<file path="src/rtl/final_pkg.sv">
// final_pkg: shared parameters, FSM state type and helpers for the
// final_top compute block (64-word memory + sum-of-squares core).
package final_pkg;

  localparam int A_WIDTH = 8;               // byte-address width
  localparam int D_WIDTH = 8;               // byte width
  localparam int ITR     = 64;              // results per run
  localparam int R_WIDTH = 20;              // result width

  localparam int W_AW    = A_WIDTH - 2;     // word-address width
  localparam int WORDS   = 2 ** W_AW;       // words in memory
  localparam int WORD_W  = 4 * D_WIDTH;     // bits per word

  typedef enum logic [2:0] {
    IDLE,
    FETCH,
    LOAD,
    MAC,
    OUT
  } state_t;

  // Square of one unsigned byte, zero-extended to the result width.
  function automatic logic [R_WIDTH-1:0] byte_sq(input logic [D_WIDTH-1:0] b);
    logic [2*D_WIDTH-1:0] p;
    p = b * b;
    return R_WIDTH'(p);
  endfunction

endpackage

</file>
<file path="src/rtl/final_mem.sv">
// final_mem: 64 x 32-bit single-port synchronous RAM.
// Ports:
//   Clk_s  - rising-edge clock
//   en     - port enable
//   we     - write enable (1 = write, 0 = read)
//   addr   - word address
//   wdata  - write data
//   rdata  - registered read data; holds when no read is issued
// Contents are never reset.
module final_mem
  import final_pkg::*;
(
  input  logic              Clk_s,
  input  logic              en,
  input  logic              we,
  input  logic [W_AW-1:0]   addr,
  input  logic [WORD_W-1:0] wdata,
  output logic [WORD_W-1:0] rdata
);

  logic [WORD_W-1:0] mem [WORDS];

  always_ff @(posedge Clk_s) begin
    if (en) begin
      if (we) begin
        mem[addr] <= wdata;
      end else begin
        rdata <= mem[addr];
      end
    end
  end

endmodule

</file>
<file path="src/rtl/final_top.sv">
// final_top: compute block that walks all 64 memory words after a Go pulse
// and emits, per word, the sum of squares of its four bytes.
// Ports:
//   Clk     - rising-edge clock
//   Rst     - asynchronous active-low reset (memory contents retained)
//   Go_t    - start pulse, only honoured in IDLE
//   Done_t  - one-cycle pulse, Result valid in the same cycle
//   Result  - sum of squares of the current word's bytes
//   M_di32  - host write data
//   M_di8   - byte most recently fed to the multiplier (observe)
//   M_do32  - host read data (one cycle after the read edge, then held)
//   M_Addr6 - host word address
//   M_enb   - host port enable
//   M_web   - host write enable (1 = write, 0 = read)
module final_top
  import final_pkg::*;
(
  input  logic               Clk,
  input  logic               Rst,
  input  logic               Go_t,
  output logic               Done_t,
  output logic [R_WIDTH-1:0] Result,
  input  logic [WORD_W-1:0]  M_di32,
  output logic [D_WIDTH-1:0] M_di8,
  output logic [WORD_W-1:0]  M_do32,
  input  logic [W_AW-1:0]    M_Addr6,
  input  logic               M_enb,
  input  logic               M_web
);

  state_t             state;
  logic [W_AW-1:0]    word_idx;
  logic [1:0]         byte_k;
  logic [R_WIDTH-1:0] acc;
  logic [WORD_W-1:0]  core_word;
  logic [D_WIDTH-1:0] cur_byte;

  logic               busy;
  logic               mem_en;
  logic               mem_we;
  logic [W_AW-1:0]    mem_addr;
  logic [WORD_W-1:0]  mem_rdata;

  logic               host_rd_q;
  logic [WORD_W-1:0]  do_q;

  // The host owns the RAM port in IDLE; once running, the core owns it and
  // only reads, during FETCH.
  always_comb begin
    busy     = (state != IDLE);
    mem_en   = busy ? (state == FETCH) : M_enb;
    mem_we   = busy ? 1'b0 : M_web;
    mem_addr = busy ? word_idx : M_Addr6;
  end

  always_comb begin
    cur_byte = core_word[byte_k*D_WIDTH +: D_WIDTH];
  end

  final_mem u_mem (
    .Clk_s (Clk),
    .en    (mem_en),
    .we    (mem_we),
    .addr  (mem_addr),
    .wdata (M_di32),
    .rdata (mem_rdata)
  );

  // The RAM output register is shared with core fetches, so host read data
  // is shown straight from it in the cycle after the read and captured into
  // do_q so it keeps holding once the core starts reading.
  always_ff @(posedge Clk or negedge Rst) begin
    if (!Rst) begin
      host_rd_q <= 1'b0;
      do_q      <= '0;
    end else begin
      host_rd_q <= !busy && M_enb && !M_web;
      if (host_rd_q) begin
        do_q <= mem_rdata;
      end
    end
  end

  assign M_do32 = host_rd_q ? mem_rdata : do_q;

  // Core sequencer: FETCH issues the read, LOAD captures the word, MAC takes
  // four cycles (one byte each), OUT publishes the sum. Done_t is registered,
  // so it is high in the cycle after OUT together with the new Result, which
  // gives a fixed seven-cycle spacing between results.
  always_ff @(posedge Clk or negedge Rst) begin
    if (!Rst) begin
      state     <= IDLE;
      word_idx  <= '0;
      byte_k    <= '0;
      acc       <= '0;
      core_word <= '0;
      Done_t    <= 1'b0;
      Result    <= '0;
      M_di8     <= '0;
    end else begin
      Done_t <= 1'b0;
      case (state)
        IDLE: begin
          if (Go_t) begin
            word_idx <= '0;
            acc      <= '0;
            state    <= FETCH;
          end
        end
        FETCH: begin
          state <= LOAD;
        end
        LOAD: begin
          core_word <= mem_rdata;
          byte_k    <= '0;
          state     <= MAC;
        end
        MAC: begin
          M_di8  <= cur_byte;
          acc    <= acc + byte_sq(cur_byte);
          byte_k <= byte_k + 2'd1;
          if (byte_k == 2'd3) begin
            state <= OUT;
          end
        end
        OUT: begin
          Result <= acc;
          Done_t <= 1'b1;
          acc    <= '0;
          if (word_idx == W_AW'(ITR - 1)) begin
            state <= IDLE;
          end else begin
            word_idx <= word_idx + 1'b1;
            state    <= FETCH;
          end
        end
        default: state <= IDLE;
      endcase
    end
  end

endmodule

</file>
<file path="config.mk">
export PLATFORM = sky130hd
export DESIGN_NAME = final_top
export DESIGN_NICKNAME = d
export VERILOG_FILES = /design/src/rtl/final_pkg.sv /design/src/rtl/final_mem.sv /design/src/rtl/final_top.sv
export SDC_FILE = /design/constraint.sdc
export NUM_CORES = 2
export LEC_CHECK = 0
export BUFFER_PORTS_ARGS = -buffer_cell sky130_fd_sc_hd__buf_2
export CORE_MARGIN = 5
export CORE_UTILIZATION = 61
export DETAILED_ROUTE_END_ITERATION = 16
export GPL_ROUTABILITY_DRIVEN = 0
export MAX_ROUTING_LAYER = met4
export PLACE_DENSITY_LB_ADDON = 0.05
export SYNTH_ARGS = -nofsm -noshare
export SYNTH_HDL_FRONTEND = slang
export SYNTH_SLANG_ARGS = --single-unit
</file>
<file path="constraint.sdc">
create_clock -name Clk -period 14.16 [get_ports Clk]
set_input_delay 2.124 -clock Clk [delete_from_list [all_inputs] [get_ports Clk]]
set_output_delay 2.124 -clock Clk [all_outputs]
set_load 0.02 [all_outputs]
</file>
==> results.toml <==
[run_status]
status = "complete, but fails checks"
violations = "capacitance limit, slew limit"

[placement]
portBuffers = 103
dp_hpwl_um = 137000
dpl_cell_area_mm2 = 0.0869

[sta]
fmax_mhz = 150
relSlewSlack_pct = -1.36
setup_violations = 0
hold_viol = 0
fin_worst_skew_ns = 0.0288
worst_slew_pin_slew_ns = 1.51
fin_crit_ns = 6.65
drv_slew = 2
whs_ns = 0.465
tns_ns = 0
timing.final.crit_share_pct = 47.0
grt_setup_unrepaired = "false"

[drt]
route.detailed.drc = 0
dr.pass1.iters = 6
ant_nets = 0
num_vias = 50100
routedWlPerCell_um = 36.3
wl_um = 254000
first_iter_violations = 7825
avgViaCountPerCell = 7.16

[global_route]
antenna_found_initial = 17
grt_usage_pct = 35.7
grt_pass1_wl_um = 359000
grt_pass1_vias = 48100
grt_max_degree = 125
grt_overflow = 0

[yosys]
async_flop_share_pct = 5.67
synth_nets = 5024
syn_inst = 4900
synth_seq_cells = 2205
syn-cell-area_mm2 = 0.0838
ys_seq_area_share_pct = 78.2
syn_area_per_cell_um2 = 17.1
synth_edf_count = 2080
synth_cell_types = 62
ys_warn_count = 0
synthFlopType = "edfxtp_1"

[setup_path]
endpoint_kind = "flip-flop"
slowest_stage = "dfrtp_1"
crit_top_cell = "fa_1"
critPathMaxStageDelay_ns = 0.84
critPathTopFamily = "adder cells"
cp_num_buf_inv = 2
critPathKind = "reg2reg"
startpoint_type = "flip-flop"
rr_worst_depth = 16
crit_chain = "mux4_2 > and2_1 > fa_1 > fa_1 > fa_1 > inv_1 > fa_1 > inv_1 > ha_1 > nor3_1 > nor2_1 > a2111oi_1 > o311ai_0 > a21o_1 > a211o_1 > o211ai_1"
cp_max_fo = 11
crit_cells = 16
cp_data_required_time_ns = 14.88
arrival_ns = 7.38

[clock_network]
cts_setup_buffers = 0
cts_hold_buf = 0
clkSlewWorstSetupHoldPaths_ns = 0.06
cts_root_buffer = "clkbuf_16"
cts.repair.resized = 0
tritoncts = "built"
cts_buffers = 211
htree_levels = 4
clockBufferDepth = 3
insertion_delay_ns = 0.83
cts_sinks = 2205

[final_layout]
multi_input_area_mm2 = 0.0171
nets = 5137
fillers = 8977
syn_to_final_growth_pct = 11.7
regArea_mm2 = 0.0656
drive_gt1_share_pct = 13.8
final_core_util_pct = 68.4
stdcell_area_mm2 = 0.0937

[run]
max_cap_viol_count = 1

[floorplan]
chipHeight_um = 381
die_area_mm2 = 0.145
die_width_um = 381
rows = 136
core_mm2 = 0.137
io_pins = 104
initial_core_util_pct = 61.2

[hold_path]
hp-class = "reg2reg"
whs_path_depth = 2

[power]
p_per_area_mw_per_mm2 = 229
leakage_nw = 31.6
vdd_drop_max_mv = 0.473
finalPower_w = 0.0215
## cell type report
class | instances | share of cell area [%]
Multi-Input combinational cell | 2278 | 18.3
Clock inverter | 128 | 1.30
Clock buffer | 270 | 5.93
Inverter | 76 | 0.305
Tap cell | 1794 | 2.40
Sequential cell | 2205 | 70.0
Antenna cell | 8 | 0.0214
Timing Repair Buffer | 241 | 1.77
## Yosys cell counts (all sizes together), types with 3 or more instances
master | count | area [um2]
o311ai | 3 | 26.3
nor2b | 5 | 31.3
mux4 | 8 | 180
or2 | 3 | 18.8
a31oi | 165 | 1030
a21o | 4 | 30.0
nor4 | 49 | 307
a2111oi | 159 | 1520
and3 | 488 | 3050
dfrtp | 125 | 3130
nor3 | 12 | 71.3
nor2 | 84 | 315
o21bai | 4 | 30.0
nand2 | 170 | 638
buf | 82 | 474
nand4 | 27 | 169
nand3 | 16 | 80.1
a211oi | 3 | 22.5
mux2 | 72 | 815
mux2i | 9 | 93.8
a22oi | 694 | 5210
o31ai | 3 | 22.5
a21oi | 27 | 135
xnor2 | 10 | 87.6
nand3b | 3 | 22.5
o21ai | 40 | 200
a222oi | 5 | 50.1
ha | 44 | 551
a22o | 9 | 78.8
xor2 | 10 | 87.6
edfxtp | 2080 | 62500
nand2b | 6 | 37.5
fa | 37 | 741
clkbuf | 259 | 972
inv | 76 | 285
and2 | 29 | 181
a41oi | 61 | 534
## layer usage
layer / global-route usage [%] / up-vias / share of wire [%]
li1: - / 20300 / -
met1: 49.8 / 25500 / 37
met2: 52.9 / 3846 / 46
met3: 9.34 / 504 / 14
met4: 11.0 / 0 / 3.4
met5: - / - / 0
## stage by stage
step | cells | worst slack [ns]
2_1_floorplan | 4900 | 8.34
3_3_place_gp | 6594 | 7.33
3_5_place_dp | 6594 | 7.34
4_1_cts | 6992 | 7.48
5_1_grt | 6998 | 7.12
6_report | 7000 | 7.51
## flip-flops by register name, summed over array words and instances (netlist names)
signal       cells
state            3
Result          20
core_word       32
Done_t           1
acc             20
u_mem.mem     2048
M_di8            8
byte_k           2
word_idx         6
u_mem.rdata     32
host_rd_q        1
do_q            32
## cell usage in the layout, fill, tap and decap left out, drive strengths merged, types with 6 or more instances in the layout
cell type and instances:
a2111oi 159, mux2i 9, mux4 8, nand2b 6
and3 488, dfrtp 125, nor4 49, a41oi 61
nor2 84, nand4 27, inv 82, xnor2 10
bufinv 18, a21oi 27, a22oi 694, fa 37
a31oi 165, buf 241, clkbuf 270, mux2 72
xor2 10, nor3 12, a22o 9, diode 8
and2 29, nand2 170, clkinv 99, ha 44
nand3 16, edfxtp 2080, o21ai 40
## power by group
group / internal (W) / switching [W] / total, W
sequential: 0.00742 / 0.000208 / 0.00763
combinational: 0.00302 / 0.00529 / 0.00831
clock: 0.00311 / 0.00241 / 0.00552
## final timing paths
| path | startpoint | end | slack (ns) |
|---|---|---|---|
| max in group asynchronous | Rst | acc[17] | 11.69 |
| min | M_di8[7] | M_di8[7] | 0.47 |
| max reg2reg | byte_k[0] | acc[18] | 7.51 |
| min reg2reg | M_di8[7] | M_di8[7] | 0.47 |
| max | byte_k[0] | acc[18] | 7.51 |
| min in group asynchronous | Rst | core_word[11] | 1.32 |
## kinds of logic (layout without fill, tap and decap cells)
family | Yosys count | count (layout) | synth area share [%]
buf+inv | 417 | 715 | 2.07
xor+xnor | 20 | 20 | 0.209
simple gates | 897 | 897 | 5.92
mux | 89 | 89 | 1.30
fa+ha+maj | 81 | 81 | 1.54
flops | 2205 | 2205 | 78.2
compound gates | 1191 | 1191 | 10.7
other cells | 0 | 8 | 0
## worst register-to-register path, delay by kind of cell, from the launching register on
kind / cells / cell delay, ns
AO/OA/AOI/OAI: 5 / 1.88
flip-flops: 1 / 0.84
adder cells (fa/ha/maj): 5 / 2.35
AND/OR/NAND/NOR: 3 / 0.59
buffers and inverters: 2 / 0.11
multiplexers: 1 / 0.80
Note: power is estimated with default switching activity, not from simulation.
